<file path="config.mk">
export PLATFORM = sky130hd
export DESIGN_NAME = uart_tx_word_serializer_flat
export DESIGN_NICKNAME = d
export VERILOG_FILES = /design/src/rtl/uart_tx_word_serializer_if.sv /design/src/rtl/uart_tx_word_serializer.sv /design/src/flat_wrapper.sv
export SDC_FILE = /design/constraint.sdc
export NUM_CORES = 1
export LEC_CHECK = 0
export BUFFER_PORTS_ARGS = -buffer_cell sky130_fd_sc_hd__buf_2
export CAP_MARGIN = 20
export CORE_MARGIN = 3
export CORE_UTILIZATION = 40
export DETAILED_ROUTE_END_ITERATION = 7
export PLACE_DENSITY_LB_ADDON = 0.2
export SLEW_MARGIN = 20
export SYNTH_ARGS = -nofsm -noshare
export SYNTH_HDL_FRONTEND = slang
export SYNTH_SLANG_ARGS = --single-unit
</file>
<file path="constraint.sdc">
create_clock -name i_clock -period 1.6 [get_ports i_clock]
set_input_delay 0.32 -clock i_clock [delete_from_list [all_inputs] [get_ports i_clock]]
set_output_delay 0.32 -clock i_clock [all_outputs]
set_load 0.02 [all_outputs]
</file>
<file path="src/rtl/uart_tx_word_serializer_if.sv">
// Purpose: bundles upstream request/completion and byte-level UART TX signals.
// Latency: none; wires only.
// Backpressure: none; the byte TX paces the transfer through i_byte_tx_done.
interface uart_tx_word_serializer_if #(
  parameter int unsigned NB_DATA = 32,
  parameter int unsigned NB_BYTE = 8
);
  logic [NB_DATA-1:0] i_data;
  logic               i_tx_8b_start;
  logic               i_tx_32b_start;
  logic               i_byte_tx_done;
  logic [NB_BYTE-1:0] o_byte_data;
  logic               o_byte_tx_start;
  logic               o_tx_8b_done;
  logic               o_tx_32b_done;
  logic               o_tx_done;
  logic               o_busy;
  logic               o_timeout;

  // Serializer side.
  modport slave (
    input  i_data, i_tx_8b_start, i_tx_32b_start, i_byte_tx_done,
    output o_byte_data, o_byte_tx_start, o_tx_8b_done, o_tx_32b_done,
           o_tx_done, o_busy, o_timeout
  );

  // Upstream FSM / byte TX side.
  modport master (
    output i_data, i_tx_8b_start, i_tx_32b_start, i_byte_tx_done,
    input  o_byte_data, o_byte_tx_start, o_tx_8b_done, o_tx_32b_done,
           o_tx_done, o_busy, o_timeout
  );
endinterface

</file>
<file path="src/rtl/uart_tx_word_serializer.sv">
// Purpose: splits an 8b or 32b request into byte TX requests, LSB byte first.
// Latency: first o_byte_tx_start 1 cycle after start; next byte 1 cycle after each byte done.
// Backpressure: starts ignored while busy or in DONE; optional watchdog via UART_TX_WORD_TIMEOUT_EN.
module uart_tx_word_serializer #(
  parameter int unsigned           NB_DATA        = 32,
  parameter int unsigned           NB_BYTE        = 8,
  parameter int unsigned           NB_STATE       = 3,
  parameter int unsigned           NB_TIMEOUT     = 24,
  parameter logic [NB_TIMEOUT-1:0] TIMEOUT_CYCLES = 24'd10_000_000
) (
  input  logic                    i_clock,
  input  logic                    i_reset,
  uart_tx_word_serializer_if.slave bus
);

  localparam int unsigned N_BYTES  = NB_DATA / NB_BYTE;
  localparam int unsigned NB_COUNT = $clog2(N_BYTES + 1);
  localparam logic [NB_COUNT-1:0] CNT_WORD = NB_COUNT'(N_BYTES);
  localparam logic [NB_COUNT-1:0] CNT_ONE  = NB_COUNT'(1);

  typedef enum logic [NB_STATE-1:0] {
    IDLE      = NB_STATE'(0),
    SEND_BYTE = NB_STATE'(1),
    WAIT_BYTE = NB_STATE'(2),
    DONE      = NB_STATE'(3)
  } state_t;

  state_t              state, state_next;
  logic [NB_DATA-1:0]  shift_reg, shift_next;
  logic [NB_COUNT-1:0] byte_cnt, cnt_next;
  logic                is_32b, is_32b_next;

  logic [NB_BYTE-1:0]  byte_data_q, byte_data_next;
  logic                byte_tx_start_q, byte_tx_start_next;
  logic                tx_8b_done_q, tx_8b_done_next;
  logic                tx_32b_done_q, tx_32b_done_next;
  logic                tx_done_q, tx_done_next;
  logic                busy_q, busy_next;

`ifdef UART_TX_WORD_TIMEOUT_EN
  localparam logic [NB_TIMEOUT-1:0] TIMEOUT_LAST = TIMEOUT_CYCLES - 1'b1;
  logic [NB_TIMEOUT-1:0] wd_cnt, wd_next;
  logic                  timeout_q, timeout_next;
`endif

  // Next-state, datapath and registered-output values; every target defaulted first.
  always_comb begin
    state_next  = state;
    shift_next  = shift_reg;
    cnt_next    = byte_cnt;
    is_32b_next = is_32b;
`ifdef UART_TX_WORD_TIMEOUT_EN
    timeout_next = timeout_q;
    wd_next      = wd_cnt;
`endif

    case (state)
      IDLE: begin
        // A simultaneous 8b request is dropped in favour of the full word.
        if (bus.i_tx_32b_start) begin
          shift_next  = bus.i_data;
          cnt_next    = CNT_WORD;
          is_32b_next = 1'b1;
          state_next  = SEND_BYTE;
`ifdef UART_TX_WORD_TIMEOUT_EN
          timeout_next = 1'b0;
`endif
        end else if (bus.i_tx_8b_start) begin
          shift_next  = NB_DATA'(bus.i_data[NB_BYTE-1:0]);
          cnt_next    = CNT_ONE;
          is_32b_next = 1'b0;
          state_next  = SEND_BYTE;
`ifdef UART_TX_WORD_TIMEOUT_EN
          timeout_next = 1'b0;
`endif
        end
      end
      SEND_BYTE: begin
        state_next = WAIT_BYTE;
`ifdef UART_TX_WORD_TIMEOUT_EN
        wd_next = '0;
`endif
      end
      WAIT_BYTE: begin
`ifdef UART_TX_WORD_TIMEOUT_EN
        wd_next = wd_cnt + 1'b1;
`endif
        if (bus.i_byte_tx_done) begin
          shift_next = shift_reg >> NB_BYTE;
          cnt_next   = byte_cnt - CNT_ONE;
          state_next = (byte_cnt == CNT_ONE) ? DONE : SEND_BYTE;
        end
`ifdef UART_TX_WORD_TIMEOUT_EN
        else if (wd_cnt == TIMEOUT_LAST) begin
          // Skip the remaining bytes but still complete, so upstream never hangs.
          cnt_next     = '0;
          state_next   = DONE;
          timeout_next = 1'b1;
        end
`endif
      end
      DONE: begin
        state_next = IDLE;
      end
      default: begin
        state_next = IDLE;
      end
    endcase

    // Outputs are registered, so they are derived from the state being entered.
    byte_tx_start_next = (state_next == SEND_BYTE);
    byte_data_next     = (state_next == SEND_BYTE) ? shift_next[NB_BYTE-1:0] : byte_data_q;
    tx_32b_done_next   = (state_next == DONE) &&  is_32b_next;
    tx_8b_done_next    = (state_next == DONE) && !is_32b_next;
    tx_done_next       = (state_next == DONE);
    busy_next          = (state_next == SEND_BYTE) || (state_next == WAIT_BYTE);
  end

  // State, datapath and output registers; reset aborts any transfer silently.
  always_ff @(posedge i_clock) begin
    if (i_reset) begin
      state           <= IDLE;
      shift_reg       <= '0;
      byte_cnt        <= '0;
      is_32b          <= 1'b0;
      byte_data_q     <= '0;
      byte_tx_start_q <= 1'b0;
      tx_8b_done_q    <= 1'b0;
      tx_32b_done_q   <= 1'b0;
      tx_done_q       <= 1'b0;
      busy_q          <= 1'b0;
    end else begin
      state           <= state_next;
      shift_reg       <= shift_next;
      byte_cnt        <= cnt_next;
      is_32b          <= is_32b_next;
      byte_data_q     <= byte_data_next;
      byte_tx_start_q <= byte_tx_start_next;
      tx_8b_done_q    <= tx_8b_done_next;
      tx_32b_done_q   <= tx_32b_done_next;
      tx_done_q       <= tx_done_next;
      busy_q          <= busy_next;
    end
  end

`ifdef UART_TX_WORD_TIMEOUT_EN
  // Per-byte watchdog and sticky abort flag.
  always_ff @(posedge i_clock) begin
    if (i_reset) begin
      wd_cnt    <= '0;
      timeout_q <= 1'b0;
    end else begin
      wd_cnt    <= wd_next;
      timeout_q <= timeout_next;
    end
  end

  assign bus.o_timeout = timeout_q;
`else
  // Watchdog not built: the configuration parameters have no effect.
  logic unused_timeout_cfg;
  assign unused_timeout_cfg = ^{TIMEOUT_CYCLES, NB_TIMEOUT};
  assign bus.o_timeout      = 1'b0;
`endif

  assign bus.o_byte_data     = byte_data_q;
  assign bus.o_byte_tx_start = byte_tx_start_q;
  assign bus.o_tx_8b_done    = tx_8b_done_q;
  assign bus.o_tx_32b_done   = tx_32b_done_q;
  assign bus.o_tx_done       = tx_done_q;
  assign bus.o_busy          = busy_q;

endmodule

</file>
<file path="src/flat_wrapper.sv">
// flat-port wrapper written by rule: the top's interface ports become plain ports
module uart_tx_word_serializer_flat 
#(
  parameter int unsigned           NB_DATA        = 32,
  parameter int unsigned           NB_BYTE        = 8,
  parameter int unsigned           NB_STATE       = 3,
  parameter int unsigned           NB_TIMEOUT     = 24,
  parameter logic [NB_TIMEOUT-1:0] TIMEOUT_CYCLES = 24'd10_000_000
)
  (i_clock, i_reset, bus_i_data, bus_i_tx_8b_start, bus_i_tx_32b_start, bus_i_byte_tx_done, bus_o_byte_data, bus_o_byte_tx_start, bus_o_tx_8b_done, bus_o_tx_32b_done, bus_o_tx_done, bus_o_busy, bus_o_timeout);
  uart_tx_word_serializer_if #(.NB_DATA(NB_DATA), .NB_BYTE(NB_BYTE)) bus_i ();
  input  logic i_clock;
  input  logic i_reset;
  input wire logic [$bits(bus_i.i_data)-1:0] bus_i_data;
  input wire logic [$bits(bus_i.i_tx_8b_start)-1:0] bus_i_tx_8b_start;
  input wire logic [$bits(bus_i.i_tx_32b_start)-1:0] bus_i_tx_32b_start;
  input wire logic [$bits(bus_i.i_byte_tx_done)-1:0] bus_i_byte_tx_done;
  output wire logic [$bits(bus_i.o_byte_data)-1:0] bus_o_byte_data;
  output wire logic [$bits(bus_i.o_byte_tx_start)-1:0] bus_o_byte_tx_start;
  output wire logic [$bits(bus_i.o_tx_8b_done)-1:0] bus_o_tx_8b_done;
  output wire logic [$bits(bus_i.o_tx_32b_done)-1:0] bus_o_tx_32b_done;
  output wire logic [$bits(bus_i.o_tx_done)-1:0] bus_o_tx_done;
  output wire logic [$bits(bus_i.o_busy)-1:0] bus_o_busy;
  output wire logic [$bits(bus_i.o_timeout)-1:0] bus_o_timeout;
  assign bus_i.i_data = bus_i_data;
  assign bus_i.i_tx_8b_start = bus_i_tx_8b_start;
  assign bus_i.i_tx_32b_start = bus_i_tx_32b_start;
  assign bus_i.i_byte_tx_done = bus_i_byte_tx_done;
  assign bus_o_byte_data = bus_i.o_byte_data;
  assign bus_o_byte_tx_start = bus_i.o_byte_tx_start;
  assign bus_o_tx_8b_done = bus_i.o_tx_8b_done;
  assign bus_o_tx_32b_done = bus_i.o_tx_32b_done;
  assign bus_o_tx_done = bus_i.o_tx_done;
  assign bus_o_busy = bus_i.o_busy;
  assign bus_o_timeout = bus_i.o_timeout;
  uart_tx_word_serializer #(.NB_DATA(NB_DATA), .NB_BYTE(NB_BYTE), .NB_STATE(NB_STATE), .NB_TIMEOUT(NB_TIMEOUT), .TIMEOUT_CYCLES(TIMEOUT_CYCLES)) u_core (.i_clock(i_clock), .i_reset(i_reset), .bus(bus_i));
endmodule
</file>
==> run summary <==
Crit start category -> flop
Overall Global Routing Usage -> 17.4%
CTS tree -> yes
Worst Skew -> 0.00678 ns
CP Class -> flop to flop
Crit-path cells -> nor2b_1 > or4_4 > buf_8 > or3_1 > a21oi_1
Pin count of the biggest net entering global routing -> 30
First-pass GRT wire length -> 7310 µm
Row Count -> 23
TritonCTS Buffers -> 5
Remaining Overflow, GRT -> 0
Max Cap Viol -> 0
Gate Count Post-Synth -> 195
Crit-path slowest cell -> or4_4
Post-route setup slack -> -0.113 ns
Lkg Pwr -> 1.07 nW
# DRC -> 0
Filler cell count in the final layout -> 384
Max clock buf depth -> 2
Synth-to-Final Area Change -> 32.7%
Die height -> 73.6 µm
Worst Hold Class -> input pin to flop
Max-slew violations -> 0
Setup violators final -> 28
Gpl congestion -> 0.857
Final worst-path cycle share -> 107%
Chip width -> 73.6 µm
Share of the synthesized area in the top cell type -> 48.2%
CP Data Required Time -> 1.83 ns
DR iter-0 viols -> 94
Drt wl/cell -> 14.5 µm
Crit path arrival time -> 1.94 ns
Worst Setup End Kind -> flop
Register area share after synthesis -> 48.2%
Via count -> 1704
Failing checks -> negative setup slack
Post-synth EDFFs -> 0
Drt pass-1 iters -> 4
Tmin final -> 1.71 ns
# diodes -> 0
Die area -> 5410 µm²
DP HPWL -> 3130 µm
Layout cells sized above 1 -> 38.8%
Delay-heaviest family, CP -> simple AND/OR/NAND/NOR gates
Pre-CTS setup slack -> -0.187 ns
Vias in the first global route -> 1604
Mapped Area -> 1830 µm²
Crit path max fanout -> 21
Sinks on the clock net -> 44
ANT nets after route -> 0
Largest cells by area after synthesis -> dfxtp_1, a222oi_1, nor2_1
Final Hold Fails -> 0
Mapped Avg Cell Area -> 9.37 µm²
Cell Pwr Density -> 1000 nW/µm²
Sum Neg Setup Slack -> -1.95 ns
IO Count -> 51
Setup repair after global routing missed its margin -> true
Yosys top cell by area -> dfxtp_1
Status -> complete, but fails checks
Via/cell ratio -> 5.53
Initial antenna violation count -> 0
CTS H-tree depth -> 2
Synth cell types -> 30
Initial Utilization -> 43.5%
Ys async rst share -> 0%
YS warnings -> 0
Worst-path clk slew -> 0.08 ns
Clk_lat worst skew -> 0.30 ns
Core ar. -> 4200 µm²
Yosys reg bits -> 44
Crit path buf inv count -> 1
Root buf cell -> clkbuf_8
# port buffers -> 49
WL final -> 4470 µm
Peak VDD IR -> 0.513 mV
Nets -> 296
Max Freq -> 0.584 GHz
Max FFs per register -> 24
Top_reg_cell synth -> dfxtp_1
Crit path largest cell delay -> 0.51 ns
[stage by stage]
step / instance area [µm²] / total power, mW / hold WS (ns) / cells / util (%)
after detailed placement: 2210 / 1.55 / 0.454 / 297 / 52.5
after global placement: 2210 / 1.54 / 0.441 / 297 / 52.5
after CTS: 2370 / 2.45 / 0.247 / 305 / 56.5
after global routing: 2420 / 2.55 / 0.243 / 308 / 57.7
after floorplan: 1830 / 1.42 / 0.408 / 196 / -
final: 2420 / 2.43 / 0.253 / 308 / 57.7
[synthesized netlist by cell type, types with 4 or more instances]
master     n
dfxtp_1   44
nor2_1    28
a222oi_1  16
a21oi_1   14
a22oi_1   11
clkbuf_1  10
and2_1     8
nor3_1     7
nor4_1     7
buf_2      5
o211a_1    5
o21ai_0    5
inv_1      4
o21a_1     4
[cell usage in the layout (no fill, tap or decap), drive strengths merged]
cell type and n:
a21oi 14, clkbuf 6, o21ai 5, o211ai 1, dfxtp 44, o211a 5
and2 8, a22oi 11, nor4 7, nand2 3, conb 2, nor2 28
and4bb 1, nor2b 3, bufinv 1, or3b 1, buf 74, nor3b 1
or4 1, and3b 1, clkinv 1, or3 2, and2b 1, o21a 4
ha 2, inv 4, a222oi 16, nor3 8, a311oi 3
[what timing repair did]
action / CTS / global route
hold buffers: 0 / 0
gates cloned: 0 / 0
setup buffers: 0 / 3
gates resized for setup: 10 / 9
endpoints found under the setup margin: 30 / 35
pin swaps: 3 / 11
[final timing paths]
kind / startpoint / slack (ns) / endpoint / cells after the start
max reg2reg: u_core.state[1]$_SDFF_PP0_ / -0.11 / u_core.byte_cnt[0]$_SDFFE_PP0P_ / 5
max: u_core.state[1]$_SDFF_PP0_ / -0.11 / u_core.byte_cnt[0]$_SDFFE_PP0P_ / 5
min reg2reg: u_core.byte_cnt[1]$_SDFFE_PP0P_ / 0.49 / u_core.byte_cnt[1]$_SDFFE_PP0P_ / 2
min: bus_i_data[31] / 0.25 / u_core.shift_reg[31]$_SDFFE_PP0P_ / 3
[report_power, final]
group | total [mW] | internal, mW | switching (mW)
clock network | 0.888 | 0.510 | 0.378
logic | 0.366 | 0.173 | 0.193
registers | 1.18 | 1.15 | 0.0288
total | 2.43 | 1.84 | 0.600
[per-layer routing]
metal | GRT usage [%] | wire (µm) | vias to the layer above
met3 | 5.88 | 282 | 2
met4 | 5.43 | 17 | 0
met1 | 23.0 | 2060 | 790
met5 | 0 | 0 | -
met2 | 26.8 | 2110 | 55
li1 | - | - | 857
[layout make-up]
cell class                      instances  area (µm²)  share of cell area [%]
Clock buffer                            6        82.6                    3.41
Multi-Input combinational cell        128         890                    36.7
Tap cell                               50        62.6                    2.58
Clock inverter                          2        38.8                    1.60
Inverter                                4        15.0                   0.619
Sequential cell                        44         883                    36.4
Timing Repair Buffer                   74         453                    18.7
[cell families (layout without fill, tap and decap cells)]
family          count (synthesis)  after routing  share of synthesized area, %
fa+ha+maj                       2              2                          1.37
compound gates                 59             59                          24.7
buf+inv                        24             86                          6.92
flops                          44             44                          48.2
other cells                     1              2                         0.205
simple gates                   65             65                          18.6
[worst min-delay path: cells and delay by family]
family	cells	cell delay (ns)
buffers and inverters	1	0.07
AND/OR/NAND/NOR	1	0.07
AO/OA/AOI/OAI	1	0.05
(Power assumes the default switching activity.)
